## src/rtl/fpadd_pkg.sv

```systemverilog
// Shared FP32 types, constants and classification helpers for the adder wrapper.
package fpadd_pkg;

    // IEEE-754 single precision field layout.
    typedef struct packed {
        logic        sign;
        logic [7:0]  exp;
        logic [22:0] mant;
    } fp32_t;

    localparam logic [31:0] FP_QNAN = 32'h7FC0_0000;
    localparam logic [7:0]  EXP_MAX = 8'hFF;

    function automatic logic is_nan(input fp32_t x);
        return (x.exp == EXP_MAX) && (x.mant != 23'h0);
    endfunction

    function automatic logic is_inf(input fp32_t x);
        return (x.exp == EXP_MAX) && (x.mant == 23'h0);
    endfunction

    function automatic logic is_zero(input fp32_t x);
        return (x.exp == 8'h00) && (x.mant == 23'h0);
    endfunction

    function automatic logic is_denorm(input fp32_t x);
        return (x.exp == 8'h00) && (x.mant != 23'h0);
    endfunction

    // Denormals collapse to a zero of the same sign; everything else passes through.
    function automatic fp32_t flush_denorm(input fp32_t x);
        fp32_t r;
        r = x;
        if (is_denorm(x)) begin
            r.exp  = 8'h00;
            r.mant = 23'h0;
        end
        return r;
    endfunction

endpackage

```

## src/rtl/fpadd_special.sv

```systemverilog
// Combinational special-case resolver: picks between IEEE special results and
// the external adder's sum for an already-flushed operand pair.
module fpadd_special
    import fpadd_pkg::*;
(
    input  fp32_t       a,
    input  fp32_t       b,
    input  logic        any_flushed,
    input  logic [31:0] add_res,
    output logic [31:0] res,
    output logic        special
);

    // Rules are prioritised top to bottom; the adder result is the fallback and is
    // still marked special when a denormal had to be flushed to reach it.
    always_comb begin
        res     = add_res;
        special = any_flushed;
        if (is_nan(a) || is_nan(b)) begin
            res     = FP_QNAN;
            special = 1'b1;
        end else if (is_inf(a) && is_inf(b) && (a.sign != b.sign)) begin
            res     = FP_QNAN;
            special = 1'b1;
        end else if (is_inf(a) && !is_inf(b)) begin
            res     = a;
            special = 1'b1;
        end else if (is_inf(b) && !is_inf(a)) begin
            res     = b;
            special = 1'b1;
        end else if (is_zero(a) && is_zero(b)) begin
            res     = {a.sign & b.sign, 31'h0};
            special = 1'b1;
        end else if (is_zero(a)) begin
            res     = b;
            special = 1'b1;
        end else if (is_zero(b)) begin
            res     = a;
            special = 1'b1;
        end
    end

endmodule

```

## src/rtl/fpadd_issue_stage.sv

```systemverilog
// Issue stage around the combinational FP32 adder: buffers tagged operand pairs
// in a small FIFO, presents the head pair to the adder, and registers the
// resolved sum onto a valid/ready output stream in acceptance order.
// DEPTH must be a power of two and at least 2 so the pointers wrap naturally.
module fpadd_issue_stage
    import fpadd_pkg::*;
#(
    parameter int DEPTH = 4,
    parameter int TAG_W = 4
) (
    input  logic                   clk,
    input  logic                   rst,
    input  logic                   in_valid,
    output logic                   in_ready,
    input  logic [31:0]            in_a,
    input  logic [31:0]            in_b,
    input  logic [TAG_W-1:0]       in_tag,
    output logic [31:0]            add_a,
    output logic [31:0]            add_b,
    input  logic [31:0]            add_res,
    output logic                   out_valid,
    input  logic                   out_ready,
    output logic [31:0]            out_res,
    output logic [TAG_W-1:0]       out_tag,
    output logic                   out_special,
    output logic [$clog2(DEPTH):0] count
);

    localparam int PTR_W = $clog2(DEPTH);
    localparam int CNT_W = PTR_W + 1;
    localparam logic [CNT_W-1:0] FULL_COUNT = CNT_W'(DEPTH);

    fp32_t            mem_a   [DEPTH];
    fp32_t            mem_b   [DEPTH];
    logic [TAG_W-1:0] mem_tag [DEPTH];

    logic [PTR_W-1:0] rd_ptr;
    logic [PTR_W-1:0] wr_ptr;

    logic        push;
    logic        pop;
    logic        head_valid;
    fp32_t       head_a;
    fp32_t       head_b;
    fp32_t       flush_a;
    fp32_t       flush_b;
    logic        any_flushed;
    logic [31:0] sel_res;
    logic        sel_special;

    // Readiness depends only on stored occupancy, never on out_ready, so the
    // input handshake has no combinational path from downstream.
    assign in_ready   = (count < FULL_COUNT);
    assign push       = in_valid && in_ready;
    assign head_valid = (count != '0);
    assign pop        = head_valid && (!out_valid || out_ready);

    assign head_a      = mem_a[rd_ptr];
    assign head_b      = mem_b[rd_ptr];
    assign flush_a     = flush_denorm(head_a);
    assign flush_b     = flush_denorm(head_b);
    assign any_flushed = is_denorm(head_a) || is_denorm(head_b);

    // The adder only ever sees flushed operands, and a quiet zero when there is no head.
    always_comb begin
        add_a = 32'h0;
        add_b = 32'h0;
        if (head_valid) begin
            add_a = flush_a;
            add_b = flush_b;
        end
    end

    fpadd_special u_special (
        .a           (flush_a),
        .b           (flush_b),
        .any_flushed (any_flushed),
        .add_res     (add_res),
        .res         (sel_res),
        .special     (sel_special)
    );

    // Operand storage; contents are meaningless outside the occupied window so no reset.
    always_ff @(posedge clk) begin
        if (push) begin
            mem_a[wr_ptr]   <= fp32_t'(in_a);
            mem_b[wr_ptr]   <= fp32_t'(in_b);
            mem_tag[wr_ptr] <= in_tag;
        end
    end

    // Read and write pointers wrap for free because DEPTH is a power of two.
    always_ff @(posedge clk) begin
        if (rst) begin
            wr_ptr <= '0;
            rd_ptr <= '0;
        end else begin
            if (push) begin
                wr_ptr <= wr_ptr + PTR_W'(1);
            end
            if (pop) begin
                rd_ptr <= rd_ptr + PTR_W'(1);
            end
        end
    end

    // Occupancy tracks the FIFO only; a simultaneous push and pop cancels out.
    always_ff @(posedge clk) begin
        if (rst) begin
            count <= '0;
        end else begin
            case ({push, pop})
                2'b10:   count <= count + CNT_W'(1);
                2'b01:   count <= count - CNT_W'(1);
                default: count <= count;
            endcase
        end
    end

    // Output register: load on pop, drop valid when consumed without a refill,
    // otherwise hold steady while the consumer stalls.
    always_ff @(posedge clk) begin
        if (rst) begin
            out_valid   <= 1'b0;
            out_res     <= 32'h0;
            out_tag     <= '0;
            out_special <= 1'b0;
        end else if (pop) begin
            out_valid   <= 1'b1;
            out_res     <= sel_res;
            out_tag     <= mem_tag[rd_ptr];
            out_special <= sel_special;
        end else if (out_valid && out_ready) begin
            out_valid   <= 1'b0;
        end
    end

endmodule

```

## config.mk

```make
export PLATFORM = sky130hd
export DESIGN_NAME = fpadd_issue_stage
export DESIGN_NICKNAME = d
export VERILOG_FILES = /design/src/rtl/fpadd_pkg.sv /design/src/rtl/fpadd_special.sv /design/src/rtl/fpadd_issue_stage.sv
export SDC_FILE = /design/constraint.sdc
export NUM_CORES = 1
export LEC_CHECK = 0
export ABC_AREA = 1
export BUFFER_PORTS_ARGS = -buffer_cell sky130_fd_sc_hd__clkbuf_2
export CAP_MARGIN = 30
export CORE_MARGIN = 5
export CORE_UTILIZATION = 35
export DETAILED_ROUTE_END_ITERATION = 10
export GPL_ROUTABILITY_DRIVEN = 1
export PLACE_DENSITY = 0.58
export SYNTH_ARGS = -nofsm -noshare
export SYNTH_HDL_FRONTEND = slang
export SYNTH_HIERARCHICAL = 1
export SYNTH_SLANG_ARGS = --single-unit
```

## constraint.sdc

```tcl
create_clock -name clk -period 8.6 [get_ports clk]
set_input_delay 1.29 -clock clk [delete_from_list [all_inputs] [get_ports clk]]
set_output_delay 1.29 -clock clk [all_outputs]
set_load 0.02 [all_outputs]
```

==> impl_metrics.sql <==
INSERT INTO impl_metrics (metric_group, metric, value, unit) VALUES
('outcome', 'run_status', 'finished clean', ''),
('route', 'ant_nets', '0', ''),
('grt', 'grt_usage', '18.94', '%'),
('critical_path', 'crit_cells', '13', ''),
('sta', 'final_hold_viol_count', '0', ''),
('clock_tree', 'clock_tree_from_tritoncts', 'done', ''),
('floorplanning', 'design.die.area', '0.04637', 'mm^2'),
('grt', 'pin_count_of_the_biggest_net_entering_global_routing', '78', ''),
('route', 'detailroute.via_count', '11481', ''),
('yosys', 'syn-cell-area', '0.01476', 'mm^2'),
('final_layout', 'mostFrequentLayoutCell', 'nand2_1', ''),
('critical_path', 'crit_buf_inv', '3', ''),
('sta', 'max-slew-margin-rel', '37.04', '%'),
('min_path', 'min_delay_worst_endpoint', 'out_res[17]', ''),
('clock_tree', 'cts-root-to-sink-buffers', '3', ''),
('critical_path', 'setup.worst_path.end_class', 'primary output', ''),
('grt', 'global_route.peak_usage_layer', 'met2', ''),
('floorplanning', 'die_x', '215.3', 'um'),
('final_layout', 'synthToLayoutAreaGrowth', '17.83', '%'),
('critical_path', 'start_kind', 'register', ''),
('grt', 'global_route_met1_utilization', '26.00', '%'),
('grt', 'first_global_vias', '11060', ''),
('final_layout', 'final_cell_count_no_fill', '2327', ''),
('clock_tree', 'clock-sinks', '319', ''),
('critical_path', 'timing.critical_path.mode_cell', 'nand2_1', ''),
('placed_design', 'io_buffers', '209', ''),
('flow_run', 'drv_cap', '0', ''),
('sta', 'post-route-min-period', '5572', 'ps'),
('pwr', 'p_leak', '7.695', 'nW'),
('yosys', 'syn_avg_cell_area', '9.340', 'um^2'),
('grt', 'globalRouteMet2Util', '29.91', '%'),
('final_layout', 'drive_gt1_share', '19.26', '%'),
('min_path', 'path_class_of_the_lowest_slack_min_delay_path', 'reg -> reg', ''),
('critical_path', 'path_class', 'reg -> out', ''),
('critical_path', 'required', '7310', 'ps'),
('critical_path', 'rr_worst_depth', '23', ''),
('yosys', 'yosysWarningCount', '6', ''),
('floorplanning', 'num_io_pins', '210', ''),
('critical_path', 'cp_cell_sequence', 'inv_2 -> buf_4 -> nand3_1 -> nand2_1 -> nand2_1 -> nor2_1 -> nand2_1 -> nor2_1 -> nand2_1 -> nand2_2 -> nand2_1 -> nor2_1 -> clkbuf_2', ''),
('clock_tree', 'insertion_delay', '540', 'ps'),
('sta', 'final_min_period_over_clock_period', '64.79', '%'),
('floorplanning', 'floorplan.rows', '75', ''),
('yosys', 'synthesis.nets', '1691', ''),
('min_path', 'min_delay_path_depth', '2', ''),
('sta', 'timing.final.setup_violations', '0', ''),
('floorplanning', 'floorplan.initialDensity', '35.26', '%'),
('sta', 'final.setup_skew', '12.89', 'ps'),
('placed_design', 'placed_cell_area', '0.01619', 'mm^2'),
('sta', 'setup_repair_after_global_routing_missed_its_margin', 'false', ''),
('grt', 'grt_util_met3', '5.038', '%'),
('sta', 'max_clock_freq', '0.1795', 'GHz'),
('clock_tree', 'clkTransAtPathRegs', '60', 'ps'),
('route', 'drt_first_iter_violations', '1128', ''),
('yosys', 'synth_cell_type_count', '34', ''),
('critical_path', 'crit_arrival', '4280', 'ps'),
('placed_design', 'gp_routability_congestion', '0.8743', ''),
('pwr', 'power_density', '339.7', 'mW/mm^2'),
('sta', 'tns', '0', 'ps'),
('route', 'post_drt_via_cell_ratio', '4.934', ''),
('critical_path', 'cp_max_fo', '52', ''),
('route', 'detail_route.first_pass.iterations', '5', ''),
('critical_path', 'critical_path.max_stage_delay', '600', 'ps'),
('grt', 'grt_antenna_before_repair', '6', ''),
('route', 'route.detailed.drc', '0', ''),
('clock_tree', 'cts-buffers-inserted', '36', ''),
('placed_design', 'post-place-cells', '2261', ''),
('critical_path', 'crit_path_top_delay_cell', 'dfxtp_2', ''),
('pwr', 'p_total', '5.908', 'mW'),
('sta', 'finalWorstSetupSlack', '3028', 'ps'),
('pwr', 'worst_ir_drop_vdd', '0.0001326', 'V'),
('min_path', 'start_point_of_the_worst_min_delay_path', 'out_res[17]', '');
[registers in the layout, summed over array words and instances, names as in the netlist, named ones only]
signal,cells
mem_a,128
out_tag,4
count,3
mem_tag,16
rd_ptr,2
wr_ptr,2
out_res,32
mem_b,128
out_special,1
out_valid,1
[where the power goes]
part           switching [mW]  total, mW  internal, mW
Combinational            1.79       2.38         0.595
Sequential             0.0986       1.99          1.89
Clock                   0.635       1.54         0.902
Total                    2.52       5.91          3.39
[tightest hold or removal path: stages, from the launching register on]
cell,delay [ps]
dfxtp_1,320
o21ai_0,80
nor2_1,80
[final cells by class]
type	count	area [um^2]
Antenna cell	2	5.005
Clock buffer	44	960.9
Clock inverter	20	232.7
Fill cell	4112	24460
Inverter	167	628.1
Multi-Input combinational cell	1013	4611
Sequential cell	319	9114
Tap cell	539	674.4
Timing Repair Buffer	223	1164
[worst max path at each step]
stage | startpoint | end
floorplan | in_valid | mem_a[0][0]
global placement | register | out_res[17]
detailed placement | register | out_res[14]
CTS | register | add_a[10]
global route | register | out_res[17]
finish | register | add_a[14]
[through the flow]
stage          hold slack [ps]  util [%]
4_1_cts                  515.4     41.54
3_5_place_dp             496.5     38.68
3_3_place_gp             495.6     38.64
5_1_grt                  549.0     41.54
2_1_floorplan            490.3         -
6_report                 515.3     41.55
[logic make-up (layout without fill, tap and decap cells)]
| logic type | after synthesis | after routing | share of synthesized area, % |
|---|---|---|---|
| adders and majority gates | 7 | 7 | 0.6443 |
| and+or+nand+nor | 873 | 873 | 24.77 |
| buffers and inverters | 248 | 454 | 7.291 |
| DFF | 319 | 319 | 61.72 |
| AOI/OAI and AO/OA | 133 | 133 | 5.570 |
| other | 0 | 2 | 0 |
[cell usage after synthesis, drive strengths merged]
library cell  instances  share of area (%)
buf                  55                2.4
nor3                  3               0.10
and2                  2              0.085
nor2                240                6.6
a31oi                 4               0.17
nand2               482                 13
fa                    1               0.14
o22ai                31                1.3
o21ai                57                1.9
clkinv                1              0.025
nand4                14               0.80
a21oi                41                2.2
inv                 166                4.2
nand3               131                4.5
clkbuf               26               0.66
nor3b                 1              0.085
edfxtp              272                 55
ha                    6               0.51
dfxtp                47                6.4
[metal layers]
layer	share of wire [%]	up-vias	wire length (um)
li1	-	5540	-
met1	43	5420	19420
met2	46	448	20550
met3	9.0	65	4060
met4	2.3	8	1028
met5	0.12	-	55
(Power assumes the default switching activity.)
